===== src/rtl/core_wr_arbiter_pkg.sv =====
// Shared types and defaults for the core writeback arbiter and its round-robin picker.
package core_wr_arbiter_pkg;

  localparam int N_CORES_DEF = 4;
  localparam int WORDS_DEF   = 4;
  localparam int TIMEOUT_DEF = 15;

  typedef enum logic [1:0] {
    ST_IDLE,
    ST_GRANT,
    ST_XFER,
    ST_DONE
  } arb_state_e;

  // Next core index after v, wrapping at n cores.
  function automatic logic [1:0] wrap_inc(input logic [1:0] v, input int n);
    if (int'(v) >= n - 1) return 2'd0;
    return v + 2'd1;
  endfunction

endpackage


===== src/rtl/core_wr_arbiter_rr_pick.sv =====
// Combinational round-robin selector: first requester at or after rr_ptr, wrapping.
module rr_pick
  import core_wr_arbiter_pkg::*;
#(
  parameter int N_CORES = N_CORES_DEF
) (
  input  logic [N_CORES-1:0] req,
  input  logic [1:0]         rr_ptr,
  output logic [N_CORES-1:0] grant,
  output logic [1:0]         idx
);

  logic               found;
  logic [N_CORES-1:0] shifted;

  always_comb begin
    int j;
    grant   = '0;
    idx     = '0;
    found   = 1'b0;
    shifted = '0;
    for (int k = 0; k < N_CORES; k++) begin
      j = int'(rr_ptr) + k;
      if (j >= N_CORES) j = j - N_CORES;
      shifted = req >> j;
      if (!found && shifted[0]) begin
        found = 1'b1;
        grant = N_CORES'(1) << j;
        idx   = 2'(j);
      end
    end
  end

endmodule


===== src/rtl/core_wr_arbiter.sv =====
// Arbitrates the shared memory write port between cores writing back saved contexts.
module core_wr_arbiter
  import core_wr_arbiter_pkg::*;
#(
  parameter int N_CORES = N_CORES_DEF,
  parameter int WORDS   = WORDS_DEF,
  parameter int TIMEOUT = TIMEOUT_DEF
) (
  input  logic               CLK,
  input  logic               RST,
  input  logic [N_CORES-1:0] core_wr_req,
  input  logic [N_CORES-1:0] core_dout_en,
  input  logic               ext_wr_en,
  output logic [N_CORES-1:0] core_wr_grant,
  output logic [1:0]         core_num,
  output logic               burst_active,
  output logic [1:0]         word_cnt,
  output logic               burst_done,
  output logic               ext_full,
  output logic               err
);

  arb_state_e         state, state_n;
  logic [N_CORES-1:0] grant_n, pick_grant;
  logic [1:0]         core_num_n, pick_idx, rr_ptr, rr_ptr_n, word_cnt_n;
  logic [7:0]         idle_cnt, idle_n;
  logic               done_n, err_n, in_burst, good_strobe, req_held, timeout_hit;

  rr_pick #(.N_CORES(N_CORES)) u_pick (
    .req    (core_wr_req),
    .rr_ptr (rr_ptr),
    .grant  (pick_grant),
    .idx    (pick_idx)
  );

  assign in_burst     = (state == ST_GRANT) || (state == ST_XFER);
  assign burst_active = in_burst;
  assign good_strobe  = in_burst && (|core_dout_en) && (core_dout_en == core_wr_grant);
  assign req_held     = |(core_wr_req & core_wr_grant);
  assign timeout_hit  = (idle_cnt == 8'(TIMEOUT - 1));

  always_comb begin
    state_n    = state;
    grant_n    = core_wr_grant;
    core_num_n = core_num;
    rr_ptr_n   = rr_ptr;
    word_cnt_n = word_cnt;
    idle_n     = idle_cnt;
    done_n     = 1'b0;
    // Misdirected or multi-bit strobes, and strobes colliding with a host write.
    err_n      = err | ((|core_dout_en) && (!good_strobe || ext_wr_en));
    case (state)
      ST_IDLE: begin
        if ((|core_wr_req) && !ext_wr_en) begin
          state_n    = ST_GRANT;
          grant_n    = pick_grant;
          core_num_n = pick_idx;
          word_cnt_n = '0;
          idle_n     = '0;
        end
      end
      ST_GRANT, ST_XFER: begin
        if (!req_held && (state == ST_XFER || !good_strobe)) begin
          // Withdrawal before the first word is benign; mid-burst it loses data.
          state_n    = ST_IDLE;
          grant_n    = '0;
          word_cnt_n = '0;
          idle_n     = '0;
          if (state == ST_XFER) begin
            err_n    = 1'b1;
            rr_ptr_n = wrap_inc(core_num, N_CORES);
          end
        end else if (good_strobe) begin
          idle_n = '0;
          if (word_cnt == 2'(WORDS - 1)) begin
            state_n    = ST_DONE;
            grant_n    = '0;
            word_cnt_n = '0;
            done_n     = 1'b1;
          end else begin
            state_n    = ST_XFER;
            word_cnt_n = word_cnt + 2'd1;
          end
        end else if (timeout_hit) begin
          state_n    = ST_IDLE;
          grant_n    = '0;
          word_cnt_n = '0;
          idle_n     = '0;
          err_n      = 1'b1;
          rr_ptr_n   = wrap_inc(core_num, N_CORES);
        end else begin
          idle_n = idle_cnt + 8'd1;
        end
      end
      ST_DONE: begin
        state_n  = ST_IDLE;
        rr_ptr_n = wrap_inc(core_num, N_CORES);
      end
      default: state_n = ST_IDLE;
    endcase
  end

  always_ff @(posedge CLK) begin
    if (RST) begin
      state         <= ST_IDLE;
      core_wr_grant <= '0;
      core_num      <= '0;
      rr_ptr        <= '0;
      word_cnt      <= '0;
      idle_cnt      <= '0;
      burst_done    <= 1'b0;
      ext_full      <= 1'b0;
      err           <= 1'b0;
    end else begin
      state         <= state_n;
      core_wr_grant <= grant_n;
      core_num      <= core_num_n;
      rr_ptr        <= rr_ptr_n;
      word_cnt      <= word_cnt_n;
      idle_cnt      <= idle_n;
      burst_done    <= done_n;
      ext_full      <= in_burst;
      err           <= err_n;
    end
  end

endmodule


===== config.mk =====
export PLATFORM = sky130hd
export DESIGN_NAME = core_wr_arbiter
export DESIGN_NICKNAME = d
export VERILOG_FILES = /design/src/rtl/core_wr_arbiter_pkg.sv /design/src/rtl/core_wr_arbiter_rr_pick.sv /design/src/rtl/core_wr_arbiter.sv
export SDC_FILE = /design/constraint.sdc
export NUM_CORES = 1
export LEC_CHECK = 0
export ABC_AREA = 1
export CORE_AREA = 2 2 69 78
export CTS_BUF_LIST = sky130_fd_sc_hd__clkbuf_4 sky130_fd_sc_hd__clkbuf_8 sky130_fd_sc_hd__clkbuf_16
export DETAILED_ROUTE_END_ITERATION = 10
export DIE_AREA = 0 0 71 80
export PLACE_DENSITY = 0.68
export SLEW_MARGIN = 15
export SYNTH_ARGS = -nofsm -noshare
export SYNTH_HDL_FRONTEND = slang
export SYNTH_HIERARCHICAL = 1
export SYNTH_SLANG_ARGS = --single-unit

===== constraint.sdc =====
create_clock -name CLK -period 5.3 [get_ports CLK]
set_input_delay 1.06 -clock CLK [delete_from_list [all_inputs] [get_ports CLK]]
set_output_delay 1.06 -clock CLK [all_outputs]
set_load 0.01 [all_outputs]

==> impl_metrics.json, run 1 <==
{
  "result_of_the_run": "completed",
  "critical_path.cell_chain": "inv_1, ha_1, clkdlybuf4s50_1",
  "grt_pass1_vias": 1632,
  "cts_setup_buffers": 0,
  "cts_tree": "done",
  "nets": 330,
  "hold_viol": 0,
  "groute.usage.overall": 0.158,
  "setup_viol_count_final": 0,
  "drt_first_iter_violations": 96,
  "finalClockSkew_ns": 0.00278,
  "worst_slew_pin_slew_ns": 0.594,
  "chipHeight_um": 80,
  "yosysMostFrequentCell": "nand2_1",
  "ys_warn_count": 6,
  "synth_top_cell_by_area": "dfxtp_1",
  "wl_mm": 4.25,
  "finalWorstPathRequiredPeriod_ns": 2.93,
  "async_set_reset_flop_share_out_of_synthesis": 0,
  "reported_max_cap_violation_count": 0,
  "critical_path_peak_fanout": 11,
  "setup.worst_path.class": "register to output pin",
  "hold_ws_ns": 0.489,
  "syn-cell-area_mm2": 0.00189,
  "worstSetupEndpointType": "output pin",
  "worst_slew_margin_rel": 0.604,
  "finalMaxSlewViolations": 0,
  "synth.net_count": 307,
  "start_kind": "register",
  "cts_made_buffers": 3,
  "cells_after_synth": 282,
  "drt-wirelength-per-cell_um": 11.7,
  "postSynthRegisterBits": 23,
  "ys_seq_area_frac": 0.244,
  "clock_sinks": 23,
  "detail_route.first_pass.iterations": 4,
  "die-width_um": 71,
  "worst_ir_drop_vdd_mv": 0.128,
  "synthDominantCellAreaShare": 0.244,
  "synthesis.area_per_instance_um2": 6.70,
  "critical-path-max-stage-delay_ns": 0.61,
  "drt.antenna.violating_nets": 0,
  "netlist_top_cells_area": "dfxtp_1 24%, nand2_1 12%, ha_1 9.3%, nand3_1 8.5%, inv_1 7.4%",
  "grt_start_max_net_pins": 15,
  "drc": 0,
  "cp_slowest_cell": "clkdlybuf4s50_1",
  "powerDensity_mw_per_mm2": 393,
  "grt-ovfl-total": 0,
  "portBuffers": 22,
  "fp.dieArea_mm2": 0.00568,
  "data_required_critical_path_ns": 4.24,
  "floorplan.core_area_mm2": 0.00490,
  "worst_skew_pair.late_latency_ns": 0.27,
  "placement_rows": 27,
  "holdBufCountCts": 0,
  "worstPathArrival_ns": 1.87,
  "grt_antenna_before_repair": 0,
  "insertedDiodeCount": 0,
  "clock_tree.root_cell": "clkbuf_8",
  "fin_tns_setup_ns": 0,
  "postSynth.topFlopCell": "dfxtp_1",
  "ys_types": 32,
  "boundaryPins": 23,
  "final_layout_size_suffix_gt1_frac": 0.128,
  "cts.htree.levels": 1,
  "post_cts_resize_count": 0,
  "hold_path_class": "register to register",
  "grt_first_pass_wirelength_mm": 7.27,
  "synth_enable_flop_cells": 0,
  "area_growth_pct": 15.8,
  "start_util": 0.385,
  "ys_top_cells_by_count": "59 x nand2_1, 37 x inv_1, 36 x nor2_1, 32 x nand3_1, 23 x dfxtp_1",
  "grt_setup_unrepaired": "false",
  "period_utilization": 0.554,
  "place.detailed.hpwl_mm": 3.32,
  "path_clk_slew_ns": 0.09,
  "vias": 1795,
  "routed_via_count_divided_by_cell_count": 4.96,
  "fmax_mhz": 341,
  "p_leak_nw": 0.992,
  "max-clock-path-buffers": 2,
  "gp_congestion": 0.798
}
-- critical path, delay by kind of cell (launching register included) --
family,cells,cell delay [ns]
flip-flops,1,0.41
buffers and inverters,2,0.67
adder cells (fa/ha/maj),1,0.52
-- layer usage --
| layer | global-route usage | vias to the layer above | wire, um | share of wire |
|---|---|---|---|---|
| met5 | 0 | - | 0 | 0 |
| met4 | 0.0566 | 0 | 82 | 0.019 |
| met3 | 0.0202 | 9 | 123 | 0.029 |
| met2 | 0.273 | 32 | 2060 | 0.48 |
| met1 | 0.200 | 807 | 1980 | 0.47 |
| li1 | - | 947 | - | - |
-- final cells by class --
class                           count  area [um^2]
Fill cell                         534         2710
Multi-Input combinational cell    212         1220
Sequential cell                    23          460
Timing Repair Buffer               22          220
Inverter                           43          161
Tap cell                           58         72.6
Clock buffer                        3         41.3
Clock inverter                      1         5.00
-- cell families (layout without fill, tap and decap cells) --
family,Yosys count,count (layout),synth area share
adders and majority gates,14,14,0.0928
DFF,23,23,0.244
xor gates and xnor gates,2,2,0.00928
AOI/OAI and AO/OA,28,28,0.0895
buffers and inverters,47,69,0.107
and+or+nand+nor,168,168,0.457
-- registers in the layout, summed over array words and instances, names as in the netlist --
signal / cells
core_wr_grant: 4
ext_full: 1
core_num: 2
state: 2
burst_done: 1
err: 1
idle_cnt: 8
rr_ptr: 2
word_cnt: 2
-- cells in the final DEF (no fill, tap or decap), drive strengths merged --
master	instances
nand2	71
inv	43
nor2	40
nand3	37
dfxtp	23
clkdlybuf4s50	22
a21oi	15
ha	14
nor3	9
nand4	7
o21ai	7
a21boi	4
clkbuf	3
xor2	2
or2	2
and3	1
and2	1
o211ai	1
clkinv	1
a31oi	1
-- path summary, 6_finish.rpt --
check | start | depth (start not counted) | slack, ns | endpoint
worst max-delay path | state[1] | 3 | 2.37 | burst_active
worst min-delay path | core_num[1] | 2 | 0.49 | core_num[1]
worst max register to register | rr_ptr[1] | 12 | 3.01 | core_wr_grant[2]
worst min register to register | core_num[1] | 2 | 0.49 | core_num[1]
-- per-stage QoR --
stage | utilization | std cells | instance area, um^2 | setup slack [ns] | power [mW]
after detailed placement | 0.437 | 358 | 2140 | 2.43 | 0.750
final | 0.446 | 362 | 2190 | 2.37 | 0.859
after global placement | 0.437 | 358 | 2140 | 2.49 | 0.747
after CTS | 0.446 | 362 | 2190 | 2.34 | 0.867
after floorplan | - | 282 | 1890 | 3.19 | 0.633
after global routing | 0.446 | 362 | 2190 | 2.30 | 0.947
-- report_power, final --
| part | leakage (nW) | internal, mW | switching [mW] |
|---|---|---|---|
| clock | 0.0255 | 0.0526 | 0.0622 |
| sequential | 0.188 | 0.202 | 0.0379 |
| combinational | 0.778 | 0.188 | 0.316 |
Power figures use the tool's default switching activity.
==> run 2, diff against run 1 <==
- PLACE_DENSITY: 0.68 -> 0.7
- clock period: 5.3 -> 2.4 ns (I/O delays scaled with it)
==> impl_metrics.json, run 2 (synthesized netlist as in run 1, its figures left out) <==
{
  "drt_first_iter_violations": 89,
  "detail_route.first_pass.iterations": 4,
  "result_of_the_run": "completed",
  "power.switching_mw": 0.929,
  "path_clk_slew_ns": 0.09,
  "worst_slew_margin_rel": 0.635,
  "top_regs": "idle_cnt (8), core_wr_grant (4)",
  "worst_ir_drop_vdd_mv": 0.418,
  "critical_path.cell_chain": "inv_1, ha_1, clkdlybuf4s50_1",
  "p_leak_nw": 1.02,
  "power.share.sequential": 0.260,
  "boundaryPins": 23,
  "post-route-cell-area_mm2": 0.00222,
  "gp_congestion": 0.991,
  "start_kind": "register",
  "grt_first_pass_wirelength_mm": 7.17,
  "cts_setup_buffers": 0,
  "clock_sinks": 23,
  "drc": 0,
  "die-width_um": 71,
  "placement_rows": 27,
  "critical-path-max-stage-delay_ns": 0.59,
  "grt_pass1_vias": 1668,
  "post_cts_resize_count": 0,
  "layoutNonFillerInstCount": 367,
  "data_required_critical_path_ns": 1.92,
  "fmax_mhz": 453,
  "cts.htree.levels": 1,
  "placed_area_mm2": 0.00218,
  "setup.worst_path.class": "register to output pin",
  "powerDensity_mw_per_mm2": 872,
  "reported_max_cap_violation_count": 0,
  "crit-reg2reg-launch": "state[1]",
  "cell_count_of_the_worst_hold_path": 2,
  "nets": 335,
  "hold-path-endpoint": "core_num[1]",
  "p_clk_frac": 0.129,
  "insertedDiodeCount": 0,
  "vias": 1771,
  "area_growth_pct": 17.8,
  "final_cell_mix": "59 x nand2_1, 37 x inv_1, 36 x nor2_1, 32 x nand3_1, 23 x dfxtp_1",
  "drt-wirelength-per-cell_um": 11.1,
  "cp_slowest_cell": "clkdlybuf4s50_1",
  "crit_start": "state[1]",
  "finalMaxSlewViolations": 0,
  "hold_path_class": "register to register",
  "grt-ovfl-total": 0,
  "grt_start_max_net_pins": 15,
  "max-clock-path-buffers": 2,
  "power.switching_fraction": 0.480,
  "grt_setup_unrepaired": "false",
  "worst_slew_pin_slew_ns": 0.548,
  "hold_viol": 0,
  "routed_via_count_divided_by_cell_count": 4.83,
  "holdBufCountCts": 0,
  "r2r_setup_slack_ns": 0.34,
  "worstPathArrival_ns": 1.73,
  "setup_viol_count_final": 0,
  "fp.dieArea_mm2": 0.00568,
  "portBuffers": 22,
  "wl_mm": 4.09,
  "cts_made_buffers": 3,
  "start_util": 0.385,
  "finalClockSkew_ns": 0.00304,
  "place.detailed.hpwl_mm": 3.23,
  "critical_path_peak_fanout": 6,
  "chipHeight_um": 80,
  "clock_tree.root_cell": "clkbuf_8",
  "drt.antenna.violating_nets": 0,
  "regMostFlops": "idle_cnt",
  "groute.usage.overall": 0.154,
  "power_report.internal_total_mw": 1.01,
  "cts_tree": "done",
  "place.detailed.instances": 363,
  "regToRegEndpoint": "idle_cnt[3]",
  "timing.hold.worst.start": "core_num[1]",
  "grt_antenna_before_repair": 0,
  "floorplan.core_area_mm2": 0.00490,
  "period_utilization": 0.919,
  "finalWorstPathRequiredPeriod_ns": 2.21,
  "share_comb_of_total_power": 0.611,
  "largest_reg_flops": 8,
  "fin_tns_setup_ns": 0,
  "worst_skew_pair.late_latency_ns": 0.27,
  "number_of_cells_on_the_worst_reg_to_reg_path": 7,
  "worstSetupEndpointType": "output pin",
  "final_common_cell": "nand2_1",
  "final_layout_size_suffix_gt1_frac": 0.142
}
-- run 2: cell types whose count changed in the layout (fill, tap and decap cells not counted) --
| cell | previous run | this run |
|---|---|---|
| buf_4 | 0 | 5 |
-- run 2: per-layer routing --
layer / GRT usage / share of wire / up-vias
li1: - / - / 955
met3: 0.0189 / 0.027 / 6
met2: 0.257 / 0.45 / 37
met4: 0.0585 / 0.019 / 0
met1: 0.203 / 0.50 / 773
met5: 0 / 0 / -
-- run 2: layout make-up --
type	instances	area, um^2
clock inverters	1	5.00
well taps	58	72.6
clock buffers	3	41.3
flip-flops and latches	23	460
multi-input cells	212	1220
fillers	514	2680
repair buffers	27	258
inverters	43	161
-- run 2: how the worst max path moves through the flow --
stage / endpoint / slack, ns
finish: burst_active / 0.19
global route: idle_cnt[3] / 0.08
CTS: burst_active / 0.17
detailed placement: idle_cnt[6] / 0.11
global placement: idle_cnt[6] / 0.13
floorplan: core_wr_grant[1] / 0.51
-- run 2: power groups by stage --
stage	Clock [mW]	Combinational, mW	Sequential (mW)
2_1_floorplan	0	0.861	0.536
3_3_place_gp	0	1.17	0.514
3_5_place_dp	0	1.18	0.513
4_1_cts	0.258	1.18	0.504
5_1_grt	0.266	1.33	0.513
6_report	0.250	1.18	0.503
-- run 2: worst max-delay path, delay by kind of cell, from the launching register on --
family / cells / cell delay [ns]
buffers and inverters: 2 / 0.65
adder cells (fa/ha/maj): 1 / 0.41
flip-flops: 1 / 0.40
-- run 2: metrics by stage --
step | setup WS [ns] | utilization | power (mW) | hold WS [ns]
2_1_floorplan | 0.509 | - | 1.40 | 0.466
3_3_place_gp | 0.135 | 0.444 | 1.68 | 0.462
3_5_place_dp | 0.110 | 0.444 | 1.69 | 0.468
4_1_cts | 0.175 | 0.454 | 1.95 | 0.485
5_1_grt | 0.0842 | 0.454 | 2.11 | 0.512
6_report | 0.194 | 0.454 | 1.94 | 0.475
==> run 3, diff against run 2 <==
- SETUP_SLACK_MARGIN: default -> 0.15
==> impl_metrics.json, run 3 (synthesized netlist as in run 1, its figures left out) <==
{
  "fp.dieArea_mm2": 0.00568,
  "hold_path_class": "register to register",
  "finalMaxSlewViolations": 0,
  "placed_area_mm2": 0.00218,
  "setup.worst_path.class": "register to output pin",
  "result_of_the_run": "completed",
  "post_cts_resize_count": 0,
  "cts.htree.levels": 1,
  "cts_setup_buffers": 0,
  "final_cell_mix": "59 x nand2_1, 37 x inv_1, 36 x nor2_1, 32 x nand3_1, 23 x dfxtp_1",
  "chipHeight_um": 80,
  "cts_tree": "done",
  "grt_antenna_before_repair": 0,
  "max-clock-path-buffers": 2,
  "number_of_cells_on_the_worst_reg_to_reg_path": 12,
  "final_layout_size_suffix_gt1_frac": 0.146,
  "setup_viol_count_final": 0,
  "grt_first_pass_wirelength_mm": 7.17,
  "cts_made_buffers": 3,
  "period_utilization": 0.909,
  "finalClockSkew_ns": 0.00320,
  "worstSetupEndpointType": "output pin",
  "insertedDiodeCount": 0,
  "regToRegEndpoint": "core_wr_grant[2]",
  "final_common_cell": "nand2_1",
  "grt-ovfl-total": 0,
  "worstPathArrival_ns": 1.70,
  "reported_max_cap_violation_count": 0,
  "grt_start_max_net_pins": 15,
  "area_taken_by_flip_flops_and_latches_um2": 460,
  "data_required_critical_path_ns": 1.92,
  "boundaryPins": 23,
  "p_leak_nw": 1.02,
  "powerDensity_mw_per_mm2": 872,
  "grt_setup_unrepaired": "false",
  "post-route-cell-area_mm2": 0.00223,
  "worst_slew_margin_rel": 0.719,
  "share_comb_of_total_power": 0.612,
  "fin_tns_setup_ns": 0,
  "regMostFlops": "idle_cnt",
  "timing.hold.worst.start": "core_num[1]",
  "worst_slew_pin_slew_ns": 0.421,
  "place.detailed.hpwl_mm": 3.23,
  "hold_viol": 0,
  "power_report.internal_total_mw": 1.01,
  "grt_pass1_vias": 1668,
  "holdBufCountCts": 0,
  "r2r_setup_slack_ns": 0.44,
  "portBuffers": 22,
  "clock_sinks": 23,
  "drc": 0,
  "groute.usage.overall": 0.154,
  "finalWorstPathRequiredPeriod_ns": 2.18,
  "multi_input_comb_area_mm2": 0.00123,
  "floorplan.core_area_mm2": 0.00490,
  "top_regs": "idle_cnt (8), core_wr_grant (4)",
  "drt.antenna.violating_nets": 0,
  "start_kind": "register",
  "detail_route.first_pass.iterations": 4,
  "clock_tree.root_cell": "clkbuf_8",
  "crit-reg2reg-launch": "rr_ptr[1]",
  "start_util": 0.385,
  "placement_rows": 27,
  "gp_congestion": 0.991,
  "drt_first_iter_violations": 102,
  "largest_reg_flops": 8,
  "power.share.sequential": 0.258,
  "cell_count_of_the_worst_hold_path": 2,
  "critical_path_peak_fanout": 6,
  "wl_mm": 4.09,
  "worst_skew_pair.late_latency_ns": 0.27,
  "fill_cells": 512,
  "worst_ir_drop_vdd_mv": 0.419,
  "nets": 335,
  "power.switching_fraction": 0.479,
  "routed_via_count_divided_by_cell_count": 4.93,
  "hold-path-endpoint": "core_num[1]",
  "fmax_mhz": 458,
  "power.switching_mw": 0.933,
  "path_clk_slew_ns": 0.09,
  "die-width_um": 71,
  "p_clk_frac": 0.129,
  "drt-wirelength-per-cell_um": 11.1,
  "vias": 1809,
  "area_growth_pct": 18.3
}
run 3: cell counts in the layout (fill, tap and decap cells not counted):
No cell type changed its count.
run 3: final cells by class:
cell class / instances / share of cell area
clock buffers: 3 / 0.0185
clock inverters: 1 / 0.00224
inverters: 43 / 0.0723
multi-input cells: 212 / 0.553
flip-flops and latches: 23 / 0.206
well taps: 58 / 0.0325
repair buffers: 27 / 0.115
run 3: worst max path at each step:
stage                    from          endpoint  slack (ns)  cells past startpoint
6_report             state[1]      burst_active        0.22                      3
4_1_cts              state[1]      burst_active        0.17                      3
2_1_floorplan       rr_ptr[1]  core_wr_grant[1]        0.51                     12
3_3_place_gp   core_wr_req[1]       idle_cnt[6]        0.13                      9
3_5_place_dp   core_wr_req[1]       idle_cnt[6]        0.11                      9
5_1_grt              state[1]      burst_active        0.18                      3
run 3: layer usage:
metal / global-route usage / vias to the layer above / part of all wire
met5: 0 / - / 0
met4: 0.0585 / 0 / 0.024
met3: 0.0189 / 9 / 0.040
met2: 0.257 / 49 / 0.45
met1: 0.203 / 795 / 0.49
li1: - / 956 / -
run 3: stage by stage:
stage | util | setup WS (ns) | power [mW] | hold slack, ns | std cells
after CTS | 0.454 | 0.175 | 1.95 | 0.485 | 367
after global placement | 0.444 | 0.135 | 1.68 | 0.462 | 363
after detailed placement | 0.444 | 0.110 | 1.69 | 0.468 | 363
after global routing | 0.456 | 0.181 | 2.12 | 0.512 | 367
after floorplan | - | 0.509 | 1.40 | 0.466 | 282
final | 0.456 | 0.218 | 1.95 | 0.473 | 367
run 3: power by group through the flow:
stage	Clock [mW]	Combinational (mW)	Sequential, mW
finish	0.252	1.19	0.503
global route	0.266	1.34	0.513
CTS	0.258	1.18	0.504
detailed placement	0	1.18	0.513
global placement	0	1.17	0.514
floorplan	0	0.861	0.536
run 3: critical path, stage by stage (launching register included):
cell and delay [ns]:
dfxtp_1 0.40, inv_1 0.06, ha_2 0.40, clkdlybuf4s50_1 0.57
